===== src/rtl/pause_pkg.sv =====
// -----------------------------------------------------------------------------
// pause_pkg
// Shared definitions for the CPU pause synchroniser: FSM state encoding and
// parameter defaults used by pause_sync.
// No ports (package).
// -----------------------------------------------------------------------------
package pause_pkg;

    // FSM state encoding, kept as plain constants for legacy tool flows.
    typedef logic [2:0] pause_state_t;

    localparam pause_state_t ST_RUN       = 3'd0;
    localparam pause_state_t ST_DRAIN     = 3'd1;
    localparam pause_state_t ST_HALT_WAIT = 3'd2;
    localparam pause_state_t ST_PAUSED    = 3'd3;
    localparam pause_state_t ST_STEP      = 3'd4;

    // 1: wait for a vblank rising edge before starting a halt.
    localparam int unsigned ALIGN_VBLANK_DEF = 32'd1;
    // Maximum ce_in pulses to wait for bus_idle before forcing the halt.
    localparam int unsigned WAIT_MAX_DEF     = 32'd1024;

endpackage


===== src/rtl/pause_edge.sv =====
// -----------------------------------------------------------------------------
// pause_edge
// Registered rising-edge detector: rise = sig_in & ~sig_q. The register reset
// value is a parameter so that an input already high when reset is released
// does not look like a fresh edge.
// Ports:
//   clk     in  clock
//   rst_n   in  asynchronous active-low reset
//   sig_in  in  level to watch
//   rise    out high for the cycle in which sig_in goes 0 -> 1
// -----------------------------------------------------------------------------
module pause_edge #(
    parameter logic RST_VAL = 1'b1
) (
    input  logic clk,
    input  logic rst_n,
    input  logic sig_in,
    output logic rise
);

    logic sig_d;
    logic sig_q;

    // Next value of the delay register is simply the current input level.
    always_comb begin
        sig_d = sig_in;
    end

    // One-cycle delay of the watched level.
    always_ff @(posedge clk or negedge rst_n) begin
        if (!rst_n) begin
            sig_q <= RST_VAL;
        end else begin
            sig_q <= sig_d;
        end
    end

    assign rise = sig_in & ~sig_q;

endmodule


===== src/rtl/pause_sync.sv =====
// -----------------------------------------------------------------------------
// pause_sync
// Brings the CPU to a clean halt on request: optionally waits for the start of
// vblank, then gates the CPU clock-enable at the next bus boundary (or forces
// the halt after WAIT_MAX ce pulses), and releases it when the request drops.
// Optional feature macro: PAUSE_FRAME_STEP_EN adds a frame_step input that runs
// the CPU for one frame while paused.
// Ports:
//   clk_sys       in  system clock
//   reset_n       in  asynchronous active-low reset
//   pause_req     in  pause request (active-high)
//   ce_in         in  ungated CPU clock-enable pulse
//   bus_idle      in  CPU at an instruction / bus-cycle boundary
//   vblank        in  video vertical blank
//   frame_step    in  one-frame advance while paused (PAUSE_FRAME_STEP_EN only)
//   cpu_ce        out gated CPU clock-enable (combinational from ce_in)
//   paused        out CPU fully halted
//   pause_forced  out current halt was reached by timeout
// -----------------------------------------------------------------------------
module pause_sync
    import pause_pkg::*;
#(
    parameter int unsigned ALIGN_VBLANK = ALIGN_VBLANK_DEF,
    parameter int unsigned WAIT_MAX     = WAIT_MAX_DEF
) (
    input  logic clk_sys,
    input  logic reset_n,
    input  logic pause_req,
    input  logic ce_in,
    input  logic bus_idle,
    input  logic vblank,
`ifdef PAUSE_FRAME_STEP_EN
    input  logic frame_step,
`endif
    output logic cpu_ce,
    output logic paused,
    output logic pause_forced
);

    // Counter value at which the next un-idle ce pulse forces the halt.
    localparam logic [15:0] CNT_LAST = 16'(WAIT_MAX - 32'd1);

    pause_state_t state_d;
    pause_state_t state_q;
    logic [15:0]  cnt_d;
    logic [15:0]  cnt_q;
    logic         paused_d;
    logic         paused_q;
    logic         pause_forced_d;
    logic         pause_forced_q;
    logic         timeout;
    logic         vrise;
    logic         step_rise;

    // Reset value 1 keeps a vblank already high at reset release from
    // registering as an edge.
    pause_edge #(
        .RST_VAL (1'b1)
    ) u_vblank_edge (
        .clk    (clk_sys),
        .rst_n  (reset_n),
        .sig_in (vblank),
        .rise   (vrise)
    );

`ifdef PAUSE_FRAME_STEP_EN
    pause_edge #(
        .RST_VAL (1'b1)
    ) u_step_edge (
        .clk    (clk_sys),
        .rst_n  (reset_n),
        .sig_in (frame_step),
        .rise   (step_rise)
    );
`else
    // Without frame stepping STEP has no way in.
    assign step_rise = 1'b0;
`endif

    // Next-state and clock-enable gating.
    always_comb begin
        state_d = state_q;
        cpu_ce  = 1'b0;
        timeout = 1'b0;
        case (state_q)
            ST_RUN: begin
                cpu_ce = ce_in;
                if (pause_req) begin
                    if (ALIGN_VBLANK != 32'd0) begin
                        state_d = ST_DRAIN;
                    end else begin
                        state_d = ST_HALT_WAIT;
                    end
                end else begin
                    state_d = ST_RUN;
                end
            end
            ST_DRAIN: begin
                cpu_ce = ce_in;
                if (!pause_req) begin
                    state_d = ST_RUN;
                end else if (vrise) begin
                    state_d = ST_HALT_WAIT;
                end else begin
                    state_d = ST_DRAIN;
                end
            end
            ST_HALT_WAIT: begin
                // The pulse that meets bus_idle, or the last allowed pulse
                // without it, is swallowed so the CPU stops cleanly.
                timeout = ce_in & ~bus_idle & (cnt_q == CNT_LAST);
                cpu_ce  = ce_in & ~bus_idle & ~timeout;
                if (!pause_req) begin
                    state_d = ST_RUN;
                end else if (ce_in & bus_idle) begin
                    state_d = ST_PAUSED;
                end else if (timeout) begin
                    state_d = ST_PAUSED;
                end else begin
                    state_d = ST_HALT_WAIT;
                end
            end
            ST_PAUSED: begin
                cpu_ce = 1'b0;
                if (!pause_req) begin
                    state_d = ST_RUN;
                end else if (step_rise) begin
                    state_d = ST_STEP;
                end else begin
                    state_d = ST_PAUSED;
                end
            end
            ST_STEP: begin
                cpu_ce = ce_in;
                if (!pause_req) begin
                    state_d = ST_RUN;
                end else if (vrise) begin
                    state_d = ST_HALT_WAIT;
                end else begin
                    state_d = ST_STEP;
                end
            end
            default: begin
                cpu_ce  = ce_in;
                state_d = ST_RUN;
            end
        endcase
    end

    // HALT_WAIT pulse counter; held at zero outside HALT_WAIT so every entry
    // starts a fresh count.
    always_comb begin
        if (state_q == ST_HALT_WAIT) begin
            if (ce_in) begin
                cnt_d = cnt_q + 16'd1;
            end else begin
                cnt_d = cnt_q;
            end
        end else begin
            cnt_d = 16'd0;
        end
    end

    // Status flags track the next state so they are exact copies of PAUSED;
    // the forced flag survives only while the halt it describes lasts.
    always_comb begin
        paused_d       = (state_d == ST_PAUSED);
        pause_forced_d = (state_d == ST_PAUSED) & (timeout | pause_forced_q);
    end

    // State, counter and status registers.
    always_ff @(posedge clk_sys or negedge reset_n) begin
        if (!reset_n) begin
            state_q        <= ST_RUN;
            cnt_q          <= 16'd0;
            paused_q       <= 1'b0;
            pause_forced_q <= 1'b0;
        end else begin
            state_q        <= state_d;
            cnt_q          <= cnt_d;
            paused_q       <= paused_d;
            pause_forced_q <= pause_forced_d;
        end
    end

    assign paused       = paused_q;
    assign pause_forced = pause_forced_q;

endmodule


===== config.mk =====
export PLATFORM = sky130hd
export DESIGN_NAME = pause_sync
export DESIGN_NICKNAME = d
export VERILOG_FILES = /design/src/rtl/pause_pkg.sv /design/src/rtl/pause_edge.sv /design/src/rtl/pause_sync.sv
export SDC_FILE = /design/constraint.sdc
export NUM_CORES = 1
export LEC_CHECK = 0
export ABC_CLOCK_PERIOD_IN_PS = 1700
export BUFFER_PORTS_ARGS = -buffer_cell sky130_fd_sc_hd__clkbuf_2
export CORE_ASPECT_RATIO = 0.75
export CORE_MARGIN = 1.5
export CORE_UTILIZATION = 57
export CTS_CLUSTER_SIZE = 8
export DETAILED_ROUTE_END_ITERATION = 7
export GPL_ROUTABILITY_DRIVEN = 0
export PLACE_DENSITY = 0.73
export SLEW_MARGIN = 20
export SYNTH_ARGS = -nofsm -noshare
export SYNTH_HDL_FRONTEND = slang
export SYNTH_SLANG_ARGS = --single-unit

===== constraint.sdc =====
create_clock -name clk_sys -period 1.7 [get_ports clk_sys]
set_input_delay 0.255 -clock clk_sys [delete_from_list [all_inputs] [get_ports clk_sys]]
set_output_delay 0.255 -clock clk_sys [all_outputs]
set_load 0.02 [all_outputs]

==> summary.txt <==
Clock Path Buffers: 2
Layout overhead on the synthesized area: 21.8%
Mux contribution to synthesized area: 0.00888
Global-route wire length before repair: 4.32 mm
H-tree levels: 1
Detailed Routing Iterations Pass 1: 4
Power Dens Cells: 627 nW/um2
WL/cell: 15.8 um
Initial antenna violation count: 0
Dpl cell area: 1290 um2
Hpwl dp: 1.83 mm
Status: finished with violations
Die Area: 2260 um2
Largest family of logic cells by synthesized area: simple AND/OR/NAND/NOR gates
CP Launch Type: flip-flop
Crit path max-delay cell type: dfrtp_1
Clock Latency Late Sink: 0.32 ns
Final setup viols: 1
Cells after synthesis: 114
Distinct cell type count after synthesis: 33
Largest net degree at the start of global routing: 23
Die Span X: 54.4 um
Post-synthesis simple-gate area fraction: 0.275
Routed Antenna Nets: 0
Synth Area in XOR/XNOR: 0.0855
CP max FO: 2
Root Driver: clkbuf_4
Leading cell types in the layout, fill and taps excluded: dfrtp_1, buf_4, nor2_1
Peak VDD IR: 0.629 mV
Final setup slack of the worst path: -0.309 ns
Leakage: 0.000604 uW
I/O Pins: 9
Share of cells above drive strength 1: 0.254
Worst path cell trace: nor4_2 > and4_1 > a211oi_2 > o31a_1 > buf_6
I/O Buffers: 8
Worst Max-Slew Pin Slew: 0.547 ns
GR Util met1: 0.400
Synth area leaders: dfrtp_1, nor2_1, xor2_1
Failing checks: negative setup slack
CTS Buf Count: 3
Leading cell type in the layout, fill and taps excluded: dfrtp_1
Fin. max-slew vios: 0
Ant. Diodes: 0
Crit. End Element: output pin
Core Box Area: 1790 um2
Cell family with most CP delay: simple AND/OR/NAND/NOR gates
Maximum Capacitance Violations: 0
Rel. slew slack: 0.635
Area fraction in compound gates after synthesis: 0.0910
Tcrit/Tclk final: 1.18
Routed WL: 2.59 mm
Synth warn: 0
Hold Path Class: in -> reg
Number of vias per cell: 5.98
RSZ-0062 raised after global routing: true
Busiest layer in global routing: met1
Final Cell Area: 1370 um2
Mapped cell area: 1130 um2
Met3 usage: 0.0755
Vias: 980
Worst path buffer plus inverter count: 1
Avg Inst Size Synth: 9.89 um2
Final Power: 861 uW
DRC Markers: 0
DR iter-0 viols: 43
Synthesized-area fraction occupied by adder cells: 0.0111
Final Hold Vio Count: 0
Syn Nets: 121
Sequential area share after synthesis: 0.489
Arrival time worst endpoint: 1.75 ns
Required time worst endpoint: 1.44 ns
Gr ovfl total: 0
Yosys top cell area share: 0.466
Filler cells: 140
GR Util met2: 0.386
Initial core utilization: 0.630
Die H: 41.5 um
F_max: 498 MHz
GRT Overall Usage: 0.273
Number of global-route vias before repair: 931
CTS tree: built
# rows: 13
Crit Path Category: reg -> out
CP peak stage delay: 0.41 ns
FF+latch count, synth: 22
CTS sink cnt: 22
Clock-pin slew of the registers on the worst-case setup and hold paths: 0.11 ns
Nets: 150
Fin crit period: 2.01 ns
Post-synth top area cell: dfrtp_1
Clock skew: 0.0149 ns
-- what timing repair did --
action | 4_1_cts | 5_1_grt
setup buffers | 3 | 1
resized for setup | 1 | 5
hold buffers | 1 | 0
pin swaps | 1 | 2
endpoints found under the setup margin | 1 | 2
hold endpoints to repair | 21 | 0
-- final timing paths --
path / slack (ns) / endpoint / cells past startpoint / start
worst max-delay path: -0.31 / cpu_ce / 5 / cnt_q[13]$_DFFE_PN0P_
worst min-delay path: 0.05 / u_vblank_edge.sig_q$_DFF_PN1_ / 1 / vblank
worst max register to register: 0.10 / cnt_q[14]$_DFFE_PN0P_ / 4 / state_q[2]$_DFF_PN0_
worst min register to register: 0.58 / cnt_q[15]$_DFFE_PN0P_ / 2 / cnt_q[15]$_DFFE_PN0P_
max in group asynchronous: 0.89 / u_vblank_edge.sig_q$_DFF_PN1_ / 2 / reset_n
min in group asynchronous: 0.43 / cnt_q[7]$_DFFE_PN0P_ / 2 / reset_n
-- layer usage --
metal | wire [um] | share of wire
met5 | 0 | 0
met4 | 41 | 0.016
met3 | 173 | 0.067
met2 | 1180 | 0.45
met1 | 1200 | 0.46
-- cell type report --
| type | count | area (um2) | area share |
|---|---|---|---|
| Clock buffer | 4 | 26.3 | 0.0191 |
| Timing Repair Buffer | 29 | 206 | 0.150 |
| Sequential cell | 22 | 552 | 0.402 |
| Inverter | 4 | 15.0 | 0.0109 |
| Multi-Input combinational cell | 83 | 546 | 0.397 |
| Tap cell | 22 | 27.5 | 0.0201 |
-- cell families (layout without fill, tap and decap cells) --
logic type | Yosys count | in the layout
buf+inv | 9 | 37
flops | 22 | 22
simple gates | 54 | 54
mux | 1 | 1
fa+ha+maj | 1 | 1
xor+xnor | 11 | 11
compound gates | 16 | 16
-- state kept, by name (all words and copies together) (netlist names) --
| signal | count |
|---|---|
| cnt_q | 16 |
| paused | 1 |
| pause_forced | 1 |
| u_vblank_edge.sig_q | 1 |
| state_q | 3 |
-- worst reg2reg max path: stages, from the launching register on --
cell and delay, ns:
dfrtp_1 0.47, or3b_4 0.43, o2111a_2 0.30, a31o_1 0.22, a21oi_1 0.11
-- power breakdown --
part	switching (uW)	internal (uW)	leakage, uW
Clock	162	91.9	0.0000150
Sequential	2.51	530	0.000301
Combinational	44.8	30.0	0.000287
-- synth_stat cells --
library cell	number
a211oi_1	1
a21oi_1	6
a31o_1	1
and3_1	4
and4_1	5
buf_2	2
buf_6	1
clkbuf_1	2
dfrtp_1	21
dfstp_2	1
ha_1	1
inv_1	4
mux2i_1	1
nand2_1	2
nand2b_1	1
nand3_1	5
nand3b_1	1
nand4_1	8
nor2_1	14
nor2b_1	4
nor3_1	2
nor3b_1	1
nor4_1	1
nor4b_1	1
o2111a_2	1
o211ai_1	2
o21ai_0	4
o31a_1	1
or2b_1	1
or3_1	3
or3b_1	1
xnor2_1	5
xor2_1	6
-- stage by stage --
step	hold slack, ns	utilization	setup slack, ns	setup TNS, ns	std cells
finish	0.0458	0.767	-0.309	-0.309	164
global placement	0.254	0.719	0.0435	0	155
detailed placement	0.261	0.719	0.0302	0	155
global route	0.0304	0.767	-0.392	-0.392	164
floorplan	-0.0406	-	0.125	0	114
CTS	0.0318	0.755	-0.275	-0.275	163
(Power assumes the default switching activity.)
